File: src/rtl/v_elem_sequencer_if.sv
// Command, v_regfile element-port and scalar-lane signals of v_elem_sequencer.
// V_ELEM_MASK_EN adds the v0 mask inputs cmd_vm and mask_v0.
interface v_elem_sequencer_if #(
  parameter int unsigned VLEN = 128,
  parameter int unsigned VL_W = 7
);
  logic            cmd_valid;
  logic            cmd_ready;
  logic [4:0]      cmd_vd;
  logic [4:0]      cmd_vs1;
  logic [4:0]      cmd_vs2;
  logic [VL_W-1:0] cmd_vl;
  logic [2:0]      cmd_sew;
  logic [2:0]      cmd_lmul;
`ifdef V_ELEM_MASK_EN
  logic            cmd_vm;
  logic [VLEN-1:0] mask_v0;
`endif
  logic            busy;
  logic            done;
  logic [2:0]      rf_sew;
  logic [4:0]      el_rd_addr_1;
  logic [4:0]      el_rd_addr_2;
  logic [4:0]      el_addr_1;
  logic [4:0]      el_addr_2;
  logic [31:0]     el_data_1;
  logic [31:0]     el_data_2;
  logic            el_wr_en;
  logic [4:0]      el_reg_wr_addr;
  logic [4:0]      el_wr_addr;
  logic [VLEN-1:0] el_wr_data;
  logic            lane_req_valid;
  logic            lane_req_ready;
  logic [31:0]     lane_op_a;
  logic [31:0]     lane_op_b;
  logic            lane_rsp_valid;
  logic [31:0]     lane_rsp_data;

  modport slave (
`ifdef V_ELEM_MASK_EN
    input  cmd_vm, mask_v0,
`endif
    input  cmd_valid, cmd_vd, cmd_vs1, cmd_vs2, cmd_vl, cmd_sew, cmd_lmul,
    input  el_data_1, el_data_2, lane_req_ready, lane_rsp_valid, lane_rsp_data,
    output cmd_ready, busy, done, rf_sew, el_rd_addr_1, el_rd_addr_2, el_addr_1, el_addr_2,
    output el_wr_en, el_reg_wr_addr, el_wr_addr, el_wr_data, lane_req_valid, lane_op_a, lane_op_b
  );

  modport master (
`ifdef V_ELEM_MASK_EN
    output cmd_vm, mask_v0,
`endif
    output cmd_valid, cmd_vd, cmd_vs1, cmd_vs2, cmd_vl, cmd_sew, cmd_lmul,
    output el_data_1, el_data_2, lane_req_ready, lane_rsp_valid, lane_rsp_data,
    input  cmd_ready, busy, done, rf_sew, el_rd_addr_1, el_rd_addr_2, el_addr_1, el_addr_2,
    input  el_wr_en, el_reg_wr_addr, el_wr_addr, el_wr_data, lane_req_valid, lane_op_a, lane_op_b
  );
endinterface

File: src/rtl/v_elem_sequencer.sv
// Element-serial sequencer: read vs1[e]/vs2[e], hand them to a scalar lane, write result to vd[e].
// Optional V_ELEM_MASK_EN: elements with cmd_vm=0 and mask_v0[e]=0 are skipped in one cycle.
module v_elem_sequencer #(
  parameter int unsigned VLEN = 128,
  parameter int unsigned VL_W = 7
) (
  input logic               clk,
  input logic               nrst,
  v_elem_sequencer_if.slave io_bus
);
  localparam logic [2:0] S_IDLE  = 3'd0;
  localparam logic [2:0] S_ISSUE = 3'd1;
  localparam logic [2:0] S_WAIT  = 3'd2;
  localparam logic [2:0] S_WRITE = 3'd3;
  localparam logic [2:0] S_DONE  = 3'd4;
  // log2 of elements per register at SEW=8; each SEW step up halves it
  localparam int unsigned EPR_SHIFT_8 = $clog2(VLEN / 8);

  logic [2:0]      r_state;
  logic [4:0]      r_vd, r_vs1, r_vs2;
  logic [VL_W-1:0] r_vl, r_e;
  logic [2:0]      r_sew;
  logic [31:0]     r_rsp;
`ifdef V_ELEM_MASK_EN
  logic            r_vm;
`endif

  logic [2:0]      w_sew_n, w_lmul_sh, w_shift;
  logic [VL_W:0]   w_vlmax;
  logic [VL_W-1:0] w_vl_clamp, w_idx_mask, w_grp, w_idx, w_e_nxt;
  logic            w_active;
  logic [31:0]     w_sew_mask;

  always_comb begin
    w_sew_n = 3'b000;
    case (io_bus.cmd_sew)
      3'b001:  w_sew_n = 3'b001;
      3'b010:  w_sew_n = 3'b010;
      default: w_sew_n = 3'b000;
    endcase
    w_lmul_sh = 3'd0;
    case (io_bus.cmd_lmul)
      3'b001:  w_lmul_sh = 3'd1;
      3'b010:  w_lmul_sh = 3'd2;
      default: w_lmul_sh = 3'd0;
    endcase
    w_vlmax = (VL_W + 1)'(1) << (3'(EPR_SHIFT_8) - w_sew_n + w_lmul_sh);
  end

  assign w_vl_clamp = ({1'b0, io_bus.cmd_vl} > w_vlmax) ? w_vlmax[VL_W-1:0] : io_bus.cmd_vl;
  assign w_shift    = 3'(EPR_SHIFT_8) - r_sew;
  assign w_idx_mask = (VL_W'(1) << w_shift) - VL_W'(1);
  assign w_grp      = r_e >> w_shift;
  assign w_idx      = r_e & w_idx_mask;
  assign w_e_nxt    = r_e + VL_W'(1);
`ifdef V_ELEM_MASK_EN
  assign w_active   = r_vm | io_bus.mask_v0[r_e];
`else
  assign w_active   = 1'b1;
`endif

  always_ff @(posedge clk) begin
    if (!nrst) begin
      r_state <= S_IDLE;
      r_vd    <= '0;
      r_vs1   <= '0;
      r_vs2   <= '0;
      r_vl    <= '0;
      r_e     <= '0;
      r_sew   <= '0;
      r_rsp   <= '0;
`ifdef V_ELEM_MASK_EN
      r_vm    <= 1'b1;
`endif
    end else begin
      case (r_state)
        S_IDLE: begin
          if (io_bus.cmd_valid) begin
            r_vd    <= io_bus.cmd_vd;
            r_vs1   <= io_bus.cmd_vs1;
            r_vs2   <= io_bus.cmd_vs2;
            r_vl    <= w_vl_clamp;
            r_sew   <= w_sew_n;
            r_e     <= '0;
`ifdef V_ELEM_MASK_EN
            r_vm    <= io_bus.cmd_vm;
`endif
            r_state <= (w_vl_clamp == '0) ? S_DONE : S_ISSUE;
          end
        end
        S_ISSUE: begin
          if (!w_active) begin
            r_e     <= w_e_nxt;
            r_state <= (w_e_nxt == r_vl) ? S_DONE : S_ISSUE;
          end else if (io_bus.lane_req_ready) begin
            r_state <= S_WAIT;
          end
        end
        S_WAIT: begin
          if (io_bus.lane_rsp_valid) begin
            r_rsp   <= io_bus.lane_rsp_data;
            r_state <= S_WRITE;
          end
        end
        S_WRITE: begin
          r_e     <= w_e_nxt;
          r_state <= (w_e_nxt == r_vl) ? S_DONE : S_ISSUE;
        end
        default: r_state <= S_IDLE;
      endcase
    end
  end

  always_comb begin
    io_bus.cmd_ready      = (r_state == S_IDLE);
    io_bus.busy           = (r_state == S_ISSUE) || (r_state == S_WAIT) || (r_state == S_WRITE);
    io_bus.done           = (r_state == S_DONE);
    io_bus.rf_sew         = r_sew;
    io_bus.el_rd_addr_1   = '0;
    io_bus.el_rd_addr_2   = '0;
    io_bus.el_addr_1      = '0;
    io_bus.el_addr_2      = '0;
    io_bus.lane_req_valid = 1'b0;
    io_bus.lane_op_a      = '0;
    io_bus.lane_op_b      = '0;
    io_bus.el_wr_en       = 1'b0;
    io_bus.el_reg_wr_addr = '0;
    io_bus.el_wr_addr     = '0;
    io_bus.el_wr_data     = '0;
    case (r_sew)
      3'b001:  w_sew_mask = 32'h0000_ffff;
      3'b010:  w_sew_mask = 32'hffff_ffff;
      default: w_sew_mask = 32'h0000_00ff;
    endcase
    if (r_state == S_ISSUE) begin
      io_bus.el_rd_addr_1   = r_vs1 + w_grp[4:0];
      io_bus.el_rd_addr_2   = r_vs2 + w_grp[4:0];
      io_bus.el_addr_1      = w_idx[4:0];
      io_bus.el_addr_2      = w_idx[4:0];
      io_bus.lane_req_valid = w_active;
      io_bus.lane_op_a      = io_bus.el_data_1 & w_sew_mask;
      io_bus.lane_op_b      = io_bus.el_data_2 & w_sew_mask;
    end
    if (r_state == S_WRITE) begin
      io_bus.el_wr_en       = 1'b1;
      io_bus.el_reg_wr_addr = r_vd + w_grp[4:0];
      io_bus.el_wr_addr     = w_idx[4:0];
      // regfile slices by rf_sew, so every lane carries the same result
      case (r_sew)
        3'b001:  io_bus.el_wr_data = {(VLEN / 16){r_rsp[15:0]}};
        3'b010:  io_bus.el_wr_data = {(VLEN / 32){r_rsp}};
        default: io_bus.el_wr_data = {(VLEN / 8){r_rsp[7:0]}};
      endcase
    end
  end
endmodule

File: src/flat_wrapper.sv
// flat-port wrapper written by rule: the top's interface ports become plain ports
module v_elem_sequencer_flat 
#(
  parameter int unsigned VLEN = 128,
  parameter int unsigned VL_W = 7
)
  (clk, nrst, io_bus_cmd_valid, io_bus_cmd_vd, io_bus_cmd_vs1, io_bus_cmd_vs2, io_bus_cmd_vl, io_bus_cmd_sew, io_bus_cmd_lmul, io_bus_el_data_1, io_bus_el_data_2, io_bus_lane_req_ready, io_bus_lane_rsp_valid, io_bus_lane_rsp_data, io_bus_cmd_ready, io_bus_busy, io_bus_done, io_bus_rf_sew, io_bus_el_rd_addr_1, io_bus_el_rd_addr_2, io_bus_el_addr_1, io_bus_el_addr_2, io_bus_el_wr_en, io_bus_el_reg_wr_addr, io_bus_el_wr_addr, io_bus_el_wr_data, io_bus_lane_req_valid, io_bus_lane_op_a, io_bus_lane_op_b);
  v_elem_sequencer_if #(.VLEN(VLEN), .VL_W(VL_W)) io_bus_i ();
  input logic clk;
  input logic nrst;
  input wire logic [$bits(io_bus_i.cmd_valid)-1:0] io_bus_cmd_valid;
  input wire logic [$bits(io_bus_i.cmd_vd)-1:0] io_bus_cmd_vd;
  input wire logic [$bits(io_bus_i.cmd_vs1)-1:0] io_bus_cmd_vs1;
  input wire logic [$bits(io_bus_i.cmd_vs2)-1:0] io_bus_cmd_vs2;
  input wire logic [$bits(io_bus_i.cmd_vl)-1:0] io_bus_cmd_vl;
  input wire logic [$bits(io_bus_i.cmd_sew)-1:0] io_bus_cmd_sew;
  input wire logic [$bits(io_bus_i.cmd_lmul)-1:0] io_bus_cmd_lmul;
  input wire logic [$bits(io_bus_i.el_data_1)-1:0] io_bus_el_data_1;
  input wire logic [$bits(io_bus_i.el_data_2)-1:0] io_bus_el_data_2;
  input wire logic [$bits(io_bus_i.lane_req_ready)-1:0] io_bus_lane_req_ready;
  input wire logic [$bits(io_bus_i.lane_rsp_valid)-1:0] io_bus_lane_rsp_valid;
  input wire logic [$bits(io_bus_i.lane_rsp_data)-1:0] io_bus_lane_rsp_data;
  output wire logic [$bits(io_bus_i.cmd_ready)-1:0] io_bus_cmd_ready;
  output wire logic [$bits(io_bus_i.busy)-1:0] io_bus_busy;
  output wire logic [$bits(io_bus_i.done)-1:0] io_bus_done;
  output wire logic [$bits(io_bus_i.rf_sew)-1:0] io_bus_rf_sew;
  output wire logic [$bits(io_bus_i.el_rd_addr_1)-1:0] io_bus_el_rd_addr_1;
  output wire logic [$bits(io_bus_i.el_rd_addr_2)-1:0] io_bus_el_rd_addr_2;
  output wire logic [$bits(io_bus_i.el_addr_1)-1:0] io_bus_el_addr_1;
  output wire logic [$bits(io_bus_i.el_addr_2)-1:0] io_bus_el_addr_2;
  output wire logic [$bits(io_bus_i.el_wr_en)-1:0] io_bus_el_wr_en;
  output wire logic [$bits(io_bus_i.el_reg_wr_addr)-1:0] io_bus_el_reg_wr_addr;
  output wire logic [$bits(io_bus_i.el_wr_addr)-1:0] io_bus_el_wr_addr;
  output wire logic [$bits(io_bus_i.el_wr_data)-1:0] io_bus_el_wr_data;
  output wire logic [$bits(io_bus_i.lane_req_valid)-1:0] io_bus_lane_req_valid;
  output wire logic [$bits(io_bus_i.lane_op_a)-1:0] io_bus_lane_op_a;
  output wire logic [$bits(io_bus_i.lane_op_b)-1:0] io_bus_lane_op_b;
  assign io_bus_i.cmd_valid = io_bus_cmd_valid;
  assign io_bus_i.cmd_vd = io_bus_cmd_vd;
  assign io_bus_i.cmd_vs1 = io_bus_cmd_vs1;
  assign io_bus_i.cmd_vs2 = io_bus_cmd_vs2;
  assign io_bus_i.cmd_vl = io_bus_cmd_vl;
  assign io_bus_i.cmd_sew = io_bus_cmd_sew;
  assign io_bus_i.cmd_lmul = io_bus_cmd_lmul;
  assign io_bus_i.el_data_1 = io_bus_el_data_1;
  assign io_bus_i.el_data_2 = io_bus_el_data_2;
  assign io_bus_i.lane_req_ready = io_bus_lane_req_ready;
  assign io_bus_i.lane_rsp_valid = io_bus_lane_rsp_valid;
  assign io_bus_i.lane_rsp_data = io_bus_lane_rsp_data;
  assign io_bus_cmd_ready = io_bus_i.cmd_ready;
  assign io_bus_busy = io_bus_i.busy;
  assign io_bus_done = io_bus_i.done;
  assign io_bus_rf_sew = io_bus_i.rf_sew;
  assign io_bus_el_rd_addr_1 = io_bus_i.el_rd_addr_1;
  assign io_bus_el_rd_addr_2 = io_bus_i.el_rd_addr_2;
  assign io_bus_el_addr_1 = io_bus_i.el_addr_1;
  assign io_bus_el_addr_2 = io_bus_i.el_addr_2;
  assign io_bus_el_wr_en = io_bus_i.el_wr_en;
  assign io_bus_el_reg_wr_addr = io_bus_i.el_reg_wr_addr;
  assign io_bus_el_wr_addr = io_bus_i.el_wr_addr;
  assign io_bus_el_wr_data = io_bus_i.el_wr_data;
  assign io_bus_lane_req_valid = io_bus_i.lane_req_valid;
  assign io_bus_lane_op_a = io_bus_i.lane_op_a;
  assign io_bus_lane_op_b = io_bus_i.lane_op_b;
  v_elem_sequencer #(.VLEN(VLEN), .VL_W(VL_W)) u_core (.clk(clk), .nrst(nrst), .io_bus(io_bus_i));
endmodule
File: config.mk
export PLATFORM = sky130hd
export DESIGN_NAME = v_elem_sequencer_flat
export DESIGN_NICKNAME = d
export VERILOG_FILES = /design/src/rtl/v_elem_sequencer_if.sv /design/src/rtl/v_elem_sequencer.sv /design/src/flat_wrapper.sv
export SDC_FILE = /design/constraint.sdc
export NUM_CORES = 1
export LEC_CHECK = 0
export CAP_MARGIN = 5
export CORE_AREA = 2 2 141 143
export DETAILED_ROUTE_END_ITERATION = 7
export DIE_AREA = 0 0 143 145
export PLACE_DENSITY = 0.76
export REMOVE_ABC_BUFFERS = 1
export SYNTH_ARGS = -nofsm -noshare
export SYNTH_HDL_FRONTEND = slang
export SYNTH_SLANG_ARGS = --single-unit
File: constraint.sdc
create_clock -name clk -period 5.5 [get_ports clk]
set_input_delay 1.1 -clock clk [delete_from_list [all_inputs] [get_ports clk]]
set_output_delay 1.1 -clock clk [all_outputs]
set_load 0.02 [all_outputs]
==> results.py <==
metrics = {
    "run_status": {
        "status": "completed",
    },
    "sta": {
        "timing.final.setup_violations": 0,
        "maxSlewViolCount": 0,
        "final-hold-violation-count": 0,
        "worst_slew_pin_slew_ps": 1100,
        "timing.final.crit_period_ps": 5188,
        "fin_skew_ps": 6.326,
        "post-route-period-util": 0.9433,
        "timing.slew.headroom": 0.2668,
        "setup_total_negative_slack_ps": 0,
        "max_freq_ghz": 0.1928,
        "rsz_0062_raised_after_global_routing": "no",
    },
    "critical_path": {
        "regToRegSetupSlack_ps": 3400,
        "worstSetupPathType": "reg -> out",
        "regToRegStartpoint": "u_core.r_e[0]",
        "timing.critical_path.depth": 13,
        "critical_path.cell_chain": "inv_1 > ha_2 > mux2_2 > a21oi_1 > o21ai_0 > ha_1 > fa_1 > a21o_1 > a21oi_1 > xnor2_1 > xnor2_1 > nor2_1 > clkdlybuf4s50_1",
        "critPathTopFamily": "adder cells",
        "worstPathMaxFanout": 14,
        "endpoint": "io_bus_el_reg_wr_addr[4]",
        "cp_data_required_time_ps": 4400,
        "worst_setup_path_start_kind": "flop",
        "start_point_of_the_critical_path": "u_core.io_bus.rf_sew[1]",
        "path_buf_inv": 2,
        "r2r.worst_path.cells": 7,
        "r2r-end": "u_core.r_state[0]",
        "critPathMaxStageDelay_ps": 620,
        "critPathArrivalTime_ps": 4090,
        "timing.critical_path.to_type": "primary output",
        "critPathSlowestCell": "sky130_fd_sc_hd__clkdlybuf4s50_1",
    },
    "global_route": {
        "grt_pass1_wl_um": 34090,
        "grt_overflow_total": 0,
        "first_global_vias": 5698,
        "number_of_antenna_violations_at_the_first_check_in_global_routing": 0,
        "global_route.usage.total": 0.2120,
        "grt_max_degree": 70,
    },
    "yosys": {
        "cell_area_synth_um2": 5658,
        "synth_warnings": 0,
        "ys_types": 52,
        "synth_enable_flop_cells": 0,
        "avgSynthCellArea_um2": 7.329,
        "synth.ff_latch_count": 66,
        "post_synth_inst_count": 772,
        "synthArstFlopShare": 0,
        "part_of_the_yosys_area_used_for_sequential_elements": 0.2335,
        "postSynth.topFlopCell": "sky130_fd_sc_hd__dfxtp_1",
    },
    "floorplanning": {
        "initial_standard_cell_utilization_of_the_core": 0.2946,
        "die_height_um": 145,
        "top_level_ports": 359,
        "core-area_um2": 19210,
        "num_rows": 51,
        "die_width_um": 143,
        "die_area_um2": 20740,
    },
    "clocking": {
        "post_cts_hold_buffer_count": 0,
        "root_cell_of_the_clock_tree": "sky130_fd_sc_hd__clkbuf_16",
        "clock_sink_count": 66,
        "tritoncts": "built",
        "cts_inserted_buffers": 9,
        "path_clk_slew_ps": 60,
        "cts_htree_levels": 3,
        "ctsLongestPathBuffers": 2,
        "clk_latency_ps": 330,
    },
    "detailed_routing": {
        "antenna_violating_nets_post_route": 0,
        "wl_per_cell_um": 18.24,
        "drt-pass1-iter-count": 5,
        "postRouteWirelength_um": 23020,
        "drtIter0Drc": 400,
        "post-route-drc-count": 0,
        "route.vias.total": 5952,
        "routed_via_density": 4.716,
    },
    "power": {
        "power_density_nw_per_um2": 176.5,
        "p_leak_nw": 3.416,
        "peakVddDrop_uv": 144.1,
    },
    "final_layout": {
        "finish.utilization": 0.4659,
        "num-nets-final": 1152,
        "post_route_cells_drive_above_1_share": 0.03511,
        "antenna-diode-count": 0,
        "final_cell_mix": "356 x sky130_fd_sc_hd__clkdlybuf4s50_1, 125 x sky130_fd_sc_hd__nand2_1, 66 x sky130_fd_sc_hd__dfxtp_1",
        "final.fill_count": 1898,
        "final_common_cell": "sky130_fd_sc_hd__clkdlybuf4s50_1",
        "syn2layout_area_growth_pct": 58.16,
    },
    "place": {
        "place.detailed.hpwl_um": 18120,
        "io_buffer_count": 357,
        "gp_routability_congestion": 0.8903,
    },
    "worst_hold_path": {
        "hp-class": "reg -> reg",
    },
    "job": {
        "max_cap_violations": 0,
    },
}
## how the worst min path moves through the flow
stage          cells after the start                to        startpoint
4_1_cts                            2  u_core.r_rsp[26]  u_core.r_rsp[26]
3_5_place_dp                       2  u_core.r_rsp[26]  u_core.r_rsp[26]
5_1_grt                            2  u_core.r_rsp[27]  u_core.r_rsp[27]
6_report                           2  u_core.r_rsp[31]  u_core.r_rsp[31]
3_3_place_gp                       2  u_core.r_rsp[27]  u_core.r_rsp[27]
2_1_floorplan                      2  u_core.r_rsp[16]  u_core.r_rsp[16]
## layer usage
metal  track usage  part of all wire  routed length [um]
met4       0.04059             0.012                 267
met2        0.3627              0.48               11100
met5             0                 0                   0
met3       0.04191             0.075                1732
met1        0.2764              0.43                9924
## synthesized netlist by cell type (4+ instances only)
| library cell | n | share of area |
|---|---|---|
| sky130_fd_sc_hd__nor2_1 | 58 | 0.038 |
| sky130_fd_sc_hd__a21boi_0 | 4 | 0.0053 |
| sky130_fd_sc_hd__nor3_1 | 5 | 0.0044 |
| sky130_fd_sc_hd__clkbuf_1 | 30 | 0.020 |
| sky130_fd_sc_hd__o21ai_1 | 5 | 0.0044 |
| sky130_fd_sc_hd__a22oi_1 | 15 | 0.020 |
| sky130_fd_sc_hd__and2_1 | 36 | 0.040 |
| sky130_fd_sc_hd__and3_1 | 52 | 0.057 |
| sky130_fd_sc_hd__nand3_1 | 7 | 0.0062 |
| sky130_fd_sc_hd__ha_1 | 27 | 0.060 |
| sky130_fd_sc_hd__dfxtp_1 | 66 | 0.23 |
| sky130_fd_sc_hd__xnor2_1 | 16 | 0.025 |
| sky130_fd_sc_hd__a211oi_1 | 9 | 0.012 |
| sky130_fd_sc_hd__or3_1 | 4 | 0.0044 |
| sky130_fd_sc_hd__inv_1 | 10 | 0.0066 |
| sky130_fd_sc_hd__buf_4 | 102 | 0.14 |
| sky130_fd_sc_hd__mux2i_1 | 6 | 0.011 |
| sky130_fd_sc_hd__nand2_1 | 125 | 0.083 |
| sky130_fd_sc_hd__buf_2 | 20 | 0.018 |
| sky130_fd_sc_hd__fa_1 | 4 | 0.014 |
| sky130_fd_sc_hd__nor2b_1 | 15 | 0.017 |
| sky130_fd_sc_hd__a31oi_1 | 4 | 0.0044 |
| sky130_fd_sc_hd__nand3b_1 | 4 | 0.0053 |
| sky130_fd_sc_hd__xor2_1 | 4 | 0.0062 |
| sky130_fd_sc_hd__a21o_1 | 9 | 0.012 |
| sky130_fd_sc_hd__o21ai_0 | 14 | 0.012 |
| sky130_fd_sc_hd__a21boi_1 | 47 | 0.062 |
| sky130_fd_sc_hd__nand2b_1 | 7 | 0.0077 |
| sky130_fd_sc_hd__mux2_1 | 4 | 0.0080 |
| sky130_fd_sc_hd__buf_1 | 4 | 0.0027 |
| sky130_fd_sc_hd__a21oi_1 | 30 | 0.027 |
## cell families after synthesis
| family | after synthesis | share of synthesized area |
|---|---|---|
| xor+xnor | 20 | 0.03096 |
| fa+ha+maj | 31 | 0.07386 |
| other cells | 1 | 0.0006628 |
| simple gates | 330 | 0.2859 |
| mux | 11 | 0.02057 |
| compound gates | 145 | 0.1709 |
| flops | 66 | 0.2335 |
| buf+inv | 168 | 0.1835 |
## power breakdown
group          switching (mW)  internal [mW]
Clock                   0.222          0.396
Combinational           0.222          0.209
Sequential             0.0246          0.505
## layout make-up
class	instances	area [um^2]	area share
Clock buffer	9	225.2	0.02517
Clock inverter	7	93.84	0.01049
Inverter	12	45.04	0.005034
Multi-Input combinational cell	538	3303	0.3691
Sequential cell	66	1321	0.1477
Tap cell	265	331.6	0.03705
Timing Repair Buffer	365	3628	0.4055
## sequential cells by signal (all words and copies together), names as in the netlist
register / cells
u_core.io_bus.rf_sew: 2
u_core.r_e: 7
u_core.r_rsp: 32
u_core.r_state: 3
u_core.r_vd: 5
u_core.r_vl: 7
u_core.r_vs1: 5
u_core.r_vs2: 5
## metrics by stage
step           hold slack [ps]  worst slack [ps]  cell area, um^2  instances  power, mW
2_1_floorplan            434.7             420.0             4664        616     0.7440
3_3_place_gp             441.2             717.2             8630       1246     0.9668
3_5_place_dp             445.1             653.3             8630       1246     0.9716
4_1_cts                  453.5             284.3             8949       1262      1.593
5_1_grt                  478.3             40.72             8949       1262      1.654
6_report                 451.8             312.1             8949       1262      1.579
## tightest hold or removal path, cell delays in order, from the launching register on
cell	delay, ps
sky130_fd_sc_hd__dfxtp_1	310
sky130_fd_sc_hd__nand2_1	50
sky130_fd_sc_hd__a21boi_1	50
## repair_timing
item                                    4_1_cts  5_1_grt
setup buffers                                 0        0
gates resized for setup                       0        1
endpoints found under the setup margin        0        3
Note: power is estimated with default switching activity, not from simulation.
